===== src/rtl/ma_stage_pkg.sv =====
// Shared pipeline package: bus widths and field bit ranges for the EX->MA, MA->WB and MA forwarding buses.
// Producer and consumer stages slice buses with these constants so that both sides agree on the layout.
package ma_stage_pkg;

    localparam int EX_MA_BUS_W  = 71;
    localparam int MA_WB_BUS_W  = 70;
    localparam int MA_FWD_BUS_W = 38;

    // EX -> MA bus fields
    localparam int EM_RES_FROM_MEM = 70;
    localparam int EM_GR_WE        = 69;
    localparam int EM_DEST_HI      = 68;
    localparam int EM_DEST_LO      = 64;
    localparam int EM_ALU_HI       = 63;
    localparam int EM_ALU_LO       = 32;
    localparam int EM_PC_HI        = 31;
    localparam int EM_PC_LO        = 0;

    // MA -> WB bus fields
    localparam int MW_GR_WE        = 69;
    localparam int MW_DEST_HI      = 68;
    localparam int MW_DEST_LO      = 64;
    localparam int MW_RESULT_HI    = 63;
    localparam int MW_RESULT_LO    = 32;
    localparam int MW_PC_HI        = 31;
    localparam int MW_PC_LO        = 0;

    // MA forwarding bus fields
    localparam int FWD_WE          = 37;
    localparam int FWD_DEST_HI     = 36;
    localparam int FWD_DEST_LO     = 32;
    localparam int FWD_VALUE_HI    = 31;
    localparam int FWD_VALUE_LO    = 0;

endpackage


===== src/rtl/ma_stage_load_hold.sv =====
// ma_load_hold: tracks the first MA cycle of an instruction and captures SRAM read data,
// so that load data stays stable however long write-back stalls.
module ma_load_hold
    import ma_stage_pkg::*;
(
    input  logic        clk,
    input  logic        rst,
    input  logic        valid,
    input  logic        accept,
    input  logic [31:0] data_sram_rdata,
    output logic [31:0] load_data
);

    logic        first;
    logic [31:0] rdata_hold;

    // NOTE: sequential state uses non-blocking assignments so every register samples pre-edge values.
    always_ff @(posedge clk or negedge rst) begin
        if (!rst) begin
            first      <= 1'b0;
            // NOTE: this is a single register, not an array, so clearing it on reset costs nothing
            // and keeps the output bus at zero while reset is asserted.
            rdata_hold <= '0;
        end else begin
            first <= accept;
            if (valid && first) begin
                rdata_hold <= data_sram_rdata;
            end
        end
    end

    // SRAM data is only valid in the first MA cycle; afterwards the captured copy is used.
    assign load_data = first ? data_sram_rdata : rdata_hold;

endmodule


===== src/rtl/ma_stage.sv =====
// ma_stage: memory-access pipeline stage (EX -> MA -> WB) with valid/allowin handshake.
// Optional macro MA_FWD_EN adds ma_fwd_bus, a combinational bypass to the ID stage.
module ma_stage
    import ma_stage_pkg::*;
#(
    parameter int IN_W  = EX_MA_BUS_W,
    parameter int OUT_W = MA_WB_BUS_W
) (
    input  logic                    clk,
    input  logic                    rst,
    input  logic                    ex_validout,
    output logic                    ma_allowin,
    input  logic [IN_W-1:0]         ex_to_ma_bus,
    input  logic [31:0]             data_sram_rdata,
    input  logic                    wb_allowin,
    output logic                    ma_validout,
`ifdef MA_FWD_EN
    output logic [MA_FWD_BUS_W-1:0] ma_fwd_bus,
`endif
    output logic [OUT_W-1:0]        ma_to_wb_bus
);

    logic            valid;
    logic [IN_W-1:0] bus_r;
    logic            readygo;
    logic            accept;
    logic [31:0]     load_data;
    logic [31:0]     final_result;

    // Memory access completes in one cycle; the SRAM read was issued from execute.
    assign readygo     = 1'b1;
    assign ma_allowin  = ~valid | (readygo & wb_allowin);
    assign ma_validout = valid & readygo;
    assign accept      = ex_validout & ma_allowin;

    always_ff @(posedge clk or negedge rst) begin
        if (!rst) begin
            valid <= 1'b0;
            bus_r <= '0;
        end else begin
            if (ma_allowin) begin
                valid <= ex_validout;
            end
            if (accept) begin
                bus_r <= ex_to_ma_bus;
            end
        end
    end

    ma_load_hold u_load_hold (
        .clk            (clk),
        .rst            (rst),
        .valid          (valid),
        .accept         (accept),
        .data_sram_rdata(data_sram_rdata),
        .load_data      (load_data)
    );

    // Loads are word-only, so the SRAM word is the result as-is.
    assign final_result = bus_r[EM_RES_FROM_MEM] ? load_data : bus_r[EM_ALU_HI:EM_ALU_LO];

    // Driven from bus_r even when invalid; the consumer qualifies with ma_validout.
    assign ma_to_wb_bus = {bus_r[EM_GR_WE],
                           bus_r[EM_DEST_HI:EM_DEST_LO],
                           final_result,
                           bus_r[EM_PC_HI:EM_PC_LO]};

`ifdef MA_FWD_EN
    assign ma_fwd_bus = {valid & bus_r[EM_GR_WE],
                         bus_r[EM_DEST_HI:EM_DEST_LO],
                         final_result};
`endif

endmodule


===== config.mk =====
export PLATFORM = sky130hd
export DESIGN_NAME = ma_stage
export DESIGN_NICKNAME = d
export VERILOG_FILES = /design/src/rtl/ma_stage_pkg.sv /design/src/rtl/ma_stage_load_hold.sv /design/src/rtl/ma_stage.sv
export SDC_FILE = /design/constraint.sdc
export NUM_CORES = 1
export LEC_CHECK = 0
export BUFFER_PORTS_ARGS = -buffer_cell sky130_fd_sc_hd__buf_4
export CAP_MARGIN = 40
export CORE_MARGIN = 10
export CORE_UTILIZATION = 51
export DETAILED_ROUTE_END_ITERATION = 16
export PLACE_DENSITY = 0.81
export SYNTH_ARGS = -nofsm -noshare
export SYNTH_HDL_FRONTEND = slang
export SYNTH_HIERARCHICAL = 1
export SYNTH_SLANG_ARGS = --single-unit

===== constraint.sdc =====
create_clock -name clk -period 1.71 [get_ports clk]
set_input_delay 0.0855 -clock clk [delete_from_list [all_inputs] [get_ports clk]]
set_output_delay 0.0855 -clock clk [all_outputs]
set_load 0.05 [all_outputs]

==> results of run 1 <==
## worst max path at each step
stage,startpoint,end,slack (ns),cells after the start
after floorplan,ma_validout,bus_r[0],0.17,4
after global placement,ma_validout,bus_r[68],0.23,4
after detailed placement,ma_validout,bus_r[10],0.20,4
after CTS,u_load_hold/first,ma_to_wb_bus[51],-0.18,4
after global routing,u_load_hold/first,ma_to_wb_bus[56],-0.23,4
final,u_load_hold/first,ma_to_wb_bus[44],-0.16,4
## sequential cells by signal, indices dropped and copies added, names as in the netlist
signal                  count
bus_r                      71
ma_validout                 1
u_load_hold/first           1
u_load_hold/rdata_hold     32
## cell families (layout without fill, tap and decap cells)
family | after synthesis | count (layout) | synth area share, %
buf+inv | 57 | 316 | 8.405
simple gates | 4 | 4 | 0.7916
other cells | 0 | 1 | 0
flops | 105 | 105 | 48.89
mux | 167 | 167 | 41.91
## repair_timing
item,CTS,global route
gates cloned,0,1
endpoints found under the setup margin,32,32
endpoints found under the hold margin,133,0
gates resized for setup,23,2
buffers inserted,0,1
hold buffers,105,0
## critical path: cells and delay by family, from the launching register on
family / cells / cell delay (ns)
buf+inv: 2 / 0.32
flops: 1 / 0.44
mux: 2 / 0.65
## cell usage in the layout, fill, tap and decap left out
cell type        n
inv_1            1
clkbuf_16        1
dfrtp_2          2
bufinv_16        1
clkinv_2         1
buf_6           24
dfrtp_1        103
clkinvlp_4       2
nand2_4          2
buf_4          162
buf_12           7
dlygate4sd3_1  105
diode_2          1
mux2_2          68
mux2_4          99
nand2b_1         1
clkbuf_8        12
nand2b_4         1
## final cells by class
type / instances / area, um2
Antenna cell: 1 / 2.502
Clock buffer: 12 / 165.2
Clock inverter: 4 / 50.05
Fill cell: 572 / 2258
Inverter: 1 / 3.754
Multi-Input combinational cell: 171 / 2295
Sequential cell: 105 / 2630
Tap cell: 136 / 170.2
Timing Repair Buffer: 299 / 2703
## power by group through the flow
stage               registers, uW  logic (uW)  clock network, uW
floorplan                    3080        2510                  0
global placement             3130        3190                  0
detailed placement           3150        3230                  0
CTS                          3110        3540               1650
global route                 3180        3720               1750
finish                       3130        3570               1610
## synthesized netlist by cell type, drive strengths merged
cell type / n / area, um2
buf: 56 / 447.9
dfrtp: 105 / 2628
inv: 1 / 3.750
mux2: 167 / 2252
nand2: 2 / 22.52
nand2b: 2 / 20.02
## layer usage
metal  track usage (%)  vias to the layer above  wire [um]
met5                 0                        -          0
met3             6.933                       11       1201
met2             33.68                      138       7568
met1             23.63                     1805       6239
li1                  -                     1641          -
met4             5.376                        0        142
## metrics by stage
step	instance area, um2	cells	TNS (ns)	hold slack, ns
floorplan	5375	333	0	-0.2101
global placement	6626	605	0	0.06012
detailed placement	6626	605	0	0.06704
CTS	7979	726	-5.053	0.01375
global route	8019	729	-6.573	0.03254
finish	8019	729	-4.199	0.03896
==> impl_metrics.yaml, run 1 <==
run_status:
  status: "finished with violations"
  violations: "negative setup slack"
route:
  drt_iter0_markers: 139
  drcViolationCount: 0
  first_pass_iters: 4
  vias: 3595
  via_per_inst: 4.931
  drt_wl_total_um: 15150
  wire_per_inst_um: 20.78
  ant_nets: 0
synthesis:
  ys_ff_latch: 105
  synthesis.area_um2: 5374
  ys_types: 10
  ys_seq_area_share_pct: 48.89
  synthesis.nets: 440
  avgSynthCellArea_um2: 16.14
  ys.warnings.count: 6
  syn_inst: 333
critical_path:
  endpoint_kind: "output pin"
  r2r.worst_path.cells: 5
  crit_fanout: 12
  critPathSlowestCell: "dfrtp_2"
  reg2reg_to: "u_load_hold/rdata_hold[16]"
  reg2reg_slack_ns: 0.19
  r2r_start: "u_load_hold/first"
  crit_type: "register to output pin"
  arrival_ns: 1.78
  slowest_delay_ns: 0.44
  cp.required_ns: 1.62
  path_cells: "buf_12 > mux2_2 > mux2_2 > buf_6"
  cp-start-kind: "register"
  crit_path_frequent_cell: "mux2_2"
power_and_ir_drop:
  power_switching_uw: 2942
  p_clk_share_pct: 19.4
  p_int_uw: 5369
  power_frac_seq_pct: 37.7
  cellLeakagePower_uw: 0.003936
  p_per_area_nw_per_um2: 1036
  design_power_total_uw: 8311
  ir_worst_vdd_mv: 0.5697
  p_sw_share_pct: 35.40
  power_frac_comb_pct: 42.9
min_path:
  hold_path_end: "ma_validout"
  hold_class: "input port to register"
  hold_depth: 3
  hp-start: "wb_allowin"
placement:
  pre_cts_ws_ns: 0.1974
  io_buffers: 178
  dp_hpwl_um: 9293
  gp_congestion: 0.7476
timing:
  fin_crit_ns: 1.868
  fmax_ghz: 0.5354
  setup_violations: 32
  finalCritPeriodShare_pct: 109.2
  fin_skew_ns: 0.008983
  tightest_slew_ns: 0.4683
  maxSlewViolCount: 0
  final_hold_viol_count: 0
  max_slew_margin_pct: 68.78
  rsz0062_at_grt: "true"
  setup_slack_ns: -0.1576
clock_tree:
  clockBufferDepth: 2
  clk_pin_slew_ns: 0.10
  numCtsBuffers: 9
  root_buffer: "clkbuf_8"
  htreeDepth: 3
  clk_latency_ns: 0.36
  clkSinkCount: 105
  tritoncts: "done"
grt:
  grt_max_degree: 44
  antenna_found_initial: 1
  globalRouteOverflowTotal: 0
  grt_pass1_vias: 4148
  grt_pass1_wl_um: 23450
  grt_usage_pct: 19.91
cells_and_area:
  final_util_pct: 78.03
  synthToLayoutAreaGrowth_pct: 49.22
  drive_gt1_share_pct: 64.53
  fin_nets: 694
die:
  die_h_um: 122.7
  start_util_pct: 52.29
  row_count: 37
  core-area_um2: 10280
  die_w_um: 122.7
  die-area_um2: 15040
  ios: 179
job:
  cap_violations: 0
Note: power is estimated with default switching activity, not from simulation.
==> run 2: changes to the inputs <==
CORE_ASPECT_RATIO = 1.2   (was unset)
CORE_UTILIZATION = 50   (was 51)
SYNTH_HIERARCHICAL = unset   (was 1)
==> impl_metrics.yaml, run 2 <==
timing:
  setup_violations: 0
  rsz0062_at_grt: "true"
  max_slew_margin_pct: 67.74
  holdWs_ns: 0.08373
  maxSlewViolCount: 0
  final_hold_viol_count: 0
  fin_tns_setup_ns: 0
  finalCritPeriodShare_pct: 97.90
  setup_slack_ns: 0.03594
  tightest_slew_ns: 0.4839
  fmax_ghz: 0.5974
  fin_crit_ns: 1.674
  fin_skew_ns: 0.006103
critical_path:
  crit_fanout: 11
  startpoint: "u_load_hold.first"
  crit_type: "register to output pin"
  arrival_ns: 1.59
  cp.required_ns: 1.62
  r2r_start: "u_load_hold.first"
  endpoint_kind: "output pin"
  cp-start-kind: "register"
power_and_ir_drop:
  power_switching_uw: 2934
  p_clk_share_pct: 25.3
  power_frac_comb_pct: 37.4
  p_per_area_nw_per_um2: 1113
  power_frac_seq_pct: 37.3
  cellLeakagePower_uw: 0.003450
  p_sw_share_pct: 35.28
  ir_worst_vdd_mv: 0.8186
  p_int_uw: 5381
synthesis:
  ys.warnings.count: 0
  synth.area.top_cells: "dfrtp_1 (54%), mux2_2 (23%), mux2i_1 (6.6%)"
  ys_types: 16
  yosys.area.top_type: "dfrtp_1"
  yosysMostFrequentCell: "dfrtp_1"
  synthesis.nets: 475
  ys.flop_type: "dfrtp_1"
  syn_inst: 368
  synthTopCellsByCount: "dfrtp_1 (105), mux2_2 (101), buf_4 (42)"
  yosys.area.top_type_share_pct: 53.83
  ys_seq_area_share_pct: 53.83
  synthesis.area_um2: 4881
  ys_ff_latch: 105
  avgSynthCellArea_um2: 13.26
  synth_enable_flop_cells: 0
  synthArstFlopShare_pct: 100.0
route:
  wire_per_inst_um: 19.33
  via_per_inst: 4.915
  drcViolationCount: 0
  first_pass_iters: 4
  drt_iter0_markers: 77
  drt_wl_total_um: 14340
  vias: 3647
  ant_nets: 0
clock_tree:
  tritoncts: "done"
  clk_pin_slew_ns: 0.07
  clockBufferDepth: 2
  clkSinkCount: 105
  cts_setup_buffers: 0
  htreeDepth: 3
  numCtsBuffers: 9
  root_buffer: "clkbuf_16"
  clk_latency_ns: 0.33
cells_and_area:
  layout.cells.non_filler: 742
  fin_nets: 721
  final_common_cell: "buf_4"
  largest_reg_flops: 71
  reg_top3: "bus_r: 71 flops, u_load_hold.rdata_hold: 32 flops"
  layout.cells.most_common_list: "buf_4 (181), dlygate4sd3_1 (105), dfrtp_1 (102)"
  drive_gt1_share_pct: 50.57
  top_register: "bus_r"
  diodes: 0
  synthToLayoutAreaGrowth_pct: 53.09
grt:
  grt_pass1_wl_um: 22170
  globalRouteOverflowTotal: 0
  grt_max_degree: 42
  grt_pass1_vias: 4194
  antenna_found_initial: 0
  grt_usage_pct: 20.15
min_path:
  hold_class: "input port to register"
  hp-start: "wb_allowin"
die:
  die-area_um2: 14130
  die_w_um: 110.2
  core-area_um2: 9515
  start_util_pct: 51.30
  die_h_um: 128.2
  ios: 179
  row_count: 39
placement:
  pre_cts_ws_ns: 0.3726
  dp.cells: 621
  io_buffers: 178
  gp_congestion: 0.7842
  dp_hpwl_um: 9177
run_status:
  status: "finished clean"
job:
  cap_violations: 0
-- run 2: area by class of cell --
cell class                      count  area [um2]
Clock buffer                       14       274.0
Clock inverter                      2       35.03
Fill cell                         553        2043
Inverter                            1       3.754
Multi-Input combinational cell    203        1804
Sequential cell                   105        2631
Tap cell                          123       153.9
Timing Repair Buffer              294        2570
-- run 2: path summary, 6_finish.rpt --
kind	end	slack, ns	depth (start not counted)
setup / recovery	ma_to_wb_bus[37]	0.04	4
hold / removal	ma_validout	0.08	3
setup reg to reg	u_load_hold.rdata_hold[14]	0.36	3
hold reg to reg	u_load_hold.rdata_hold[0]	0.50	1
max in group asynchronous	u_load_hold.rdata_hold[23]	0.87	3
min in group asynchronous	u_load_hold.rdata_hold[22]	0.26	2
-- run 2: logic make-up (layout without fill, tap and decap cells) --
logic type	Yosys count	count (layout)	synth area share, %
AOI/OAI and AO/OA	32	32	3.281
buffers and inverters	60	311	9.433
DFF	105	105	53.83
muxes	135	135	30.33
and+or+nand+nor	36	36	3.128
-- run 2: repair_timing --
item | in CTS | in global routing
gates resized for setup | 0 | 6
hold buffers | 104 | 1
hold endpoints to repair | 135 | 1
setup endpoints to repair | 0 | 12
-- run 2: critical path: stages (launching register included) --
cell     delay (ns)
dfrtp_2        0.48
buf_12         0.18
mux2i_1        0.13
a21oi_1        0.23
buf_4          0.24
-- run 2: layer usage --
layer	track usage [%]	up-vias	part of all wire, %
li1	-	1725	-
met1	22.45	1793	38
met2	35.42	118	53
met3	7.042	11	7.9
met4	5.223	0	0.96
met5	0	-	0
-- run 2: power by group through the flow --
stage	clock [uW]	sequential, uW	combinational (uW)
2_1_floorplan	0	3070	2140
3_3_place_gp	0	3110	2820
3_5_place_dp	0	3130	2880
4_1_cts	2160	3090	3080
5_1_grt	2250	3140	3270
6_report	2100	3100	3110
-- run 2: metrics by stage --
| step | util, % | power, uW | instance area [um2] |
|---|---|---|---|
| finish | 78.53 | 8315 | 7472 |
| global route | 78.53 | 8660 | 7472 |
| CTS | 78.17 | 8321 | 7438 |
| detailed placement | 63.98 | 6009 | 6088 |
| global placement | 63.98 | 5930 | 6088 |
| floorplan | - | 5211 | 4882 |
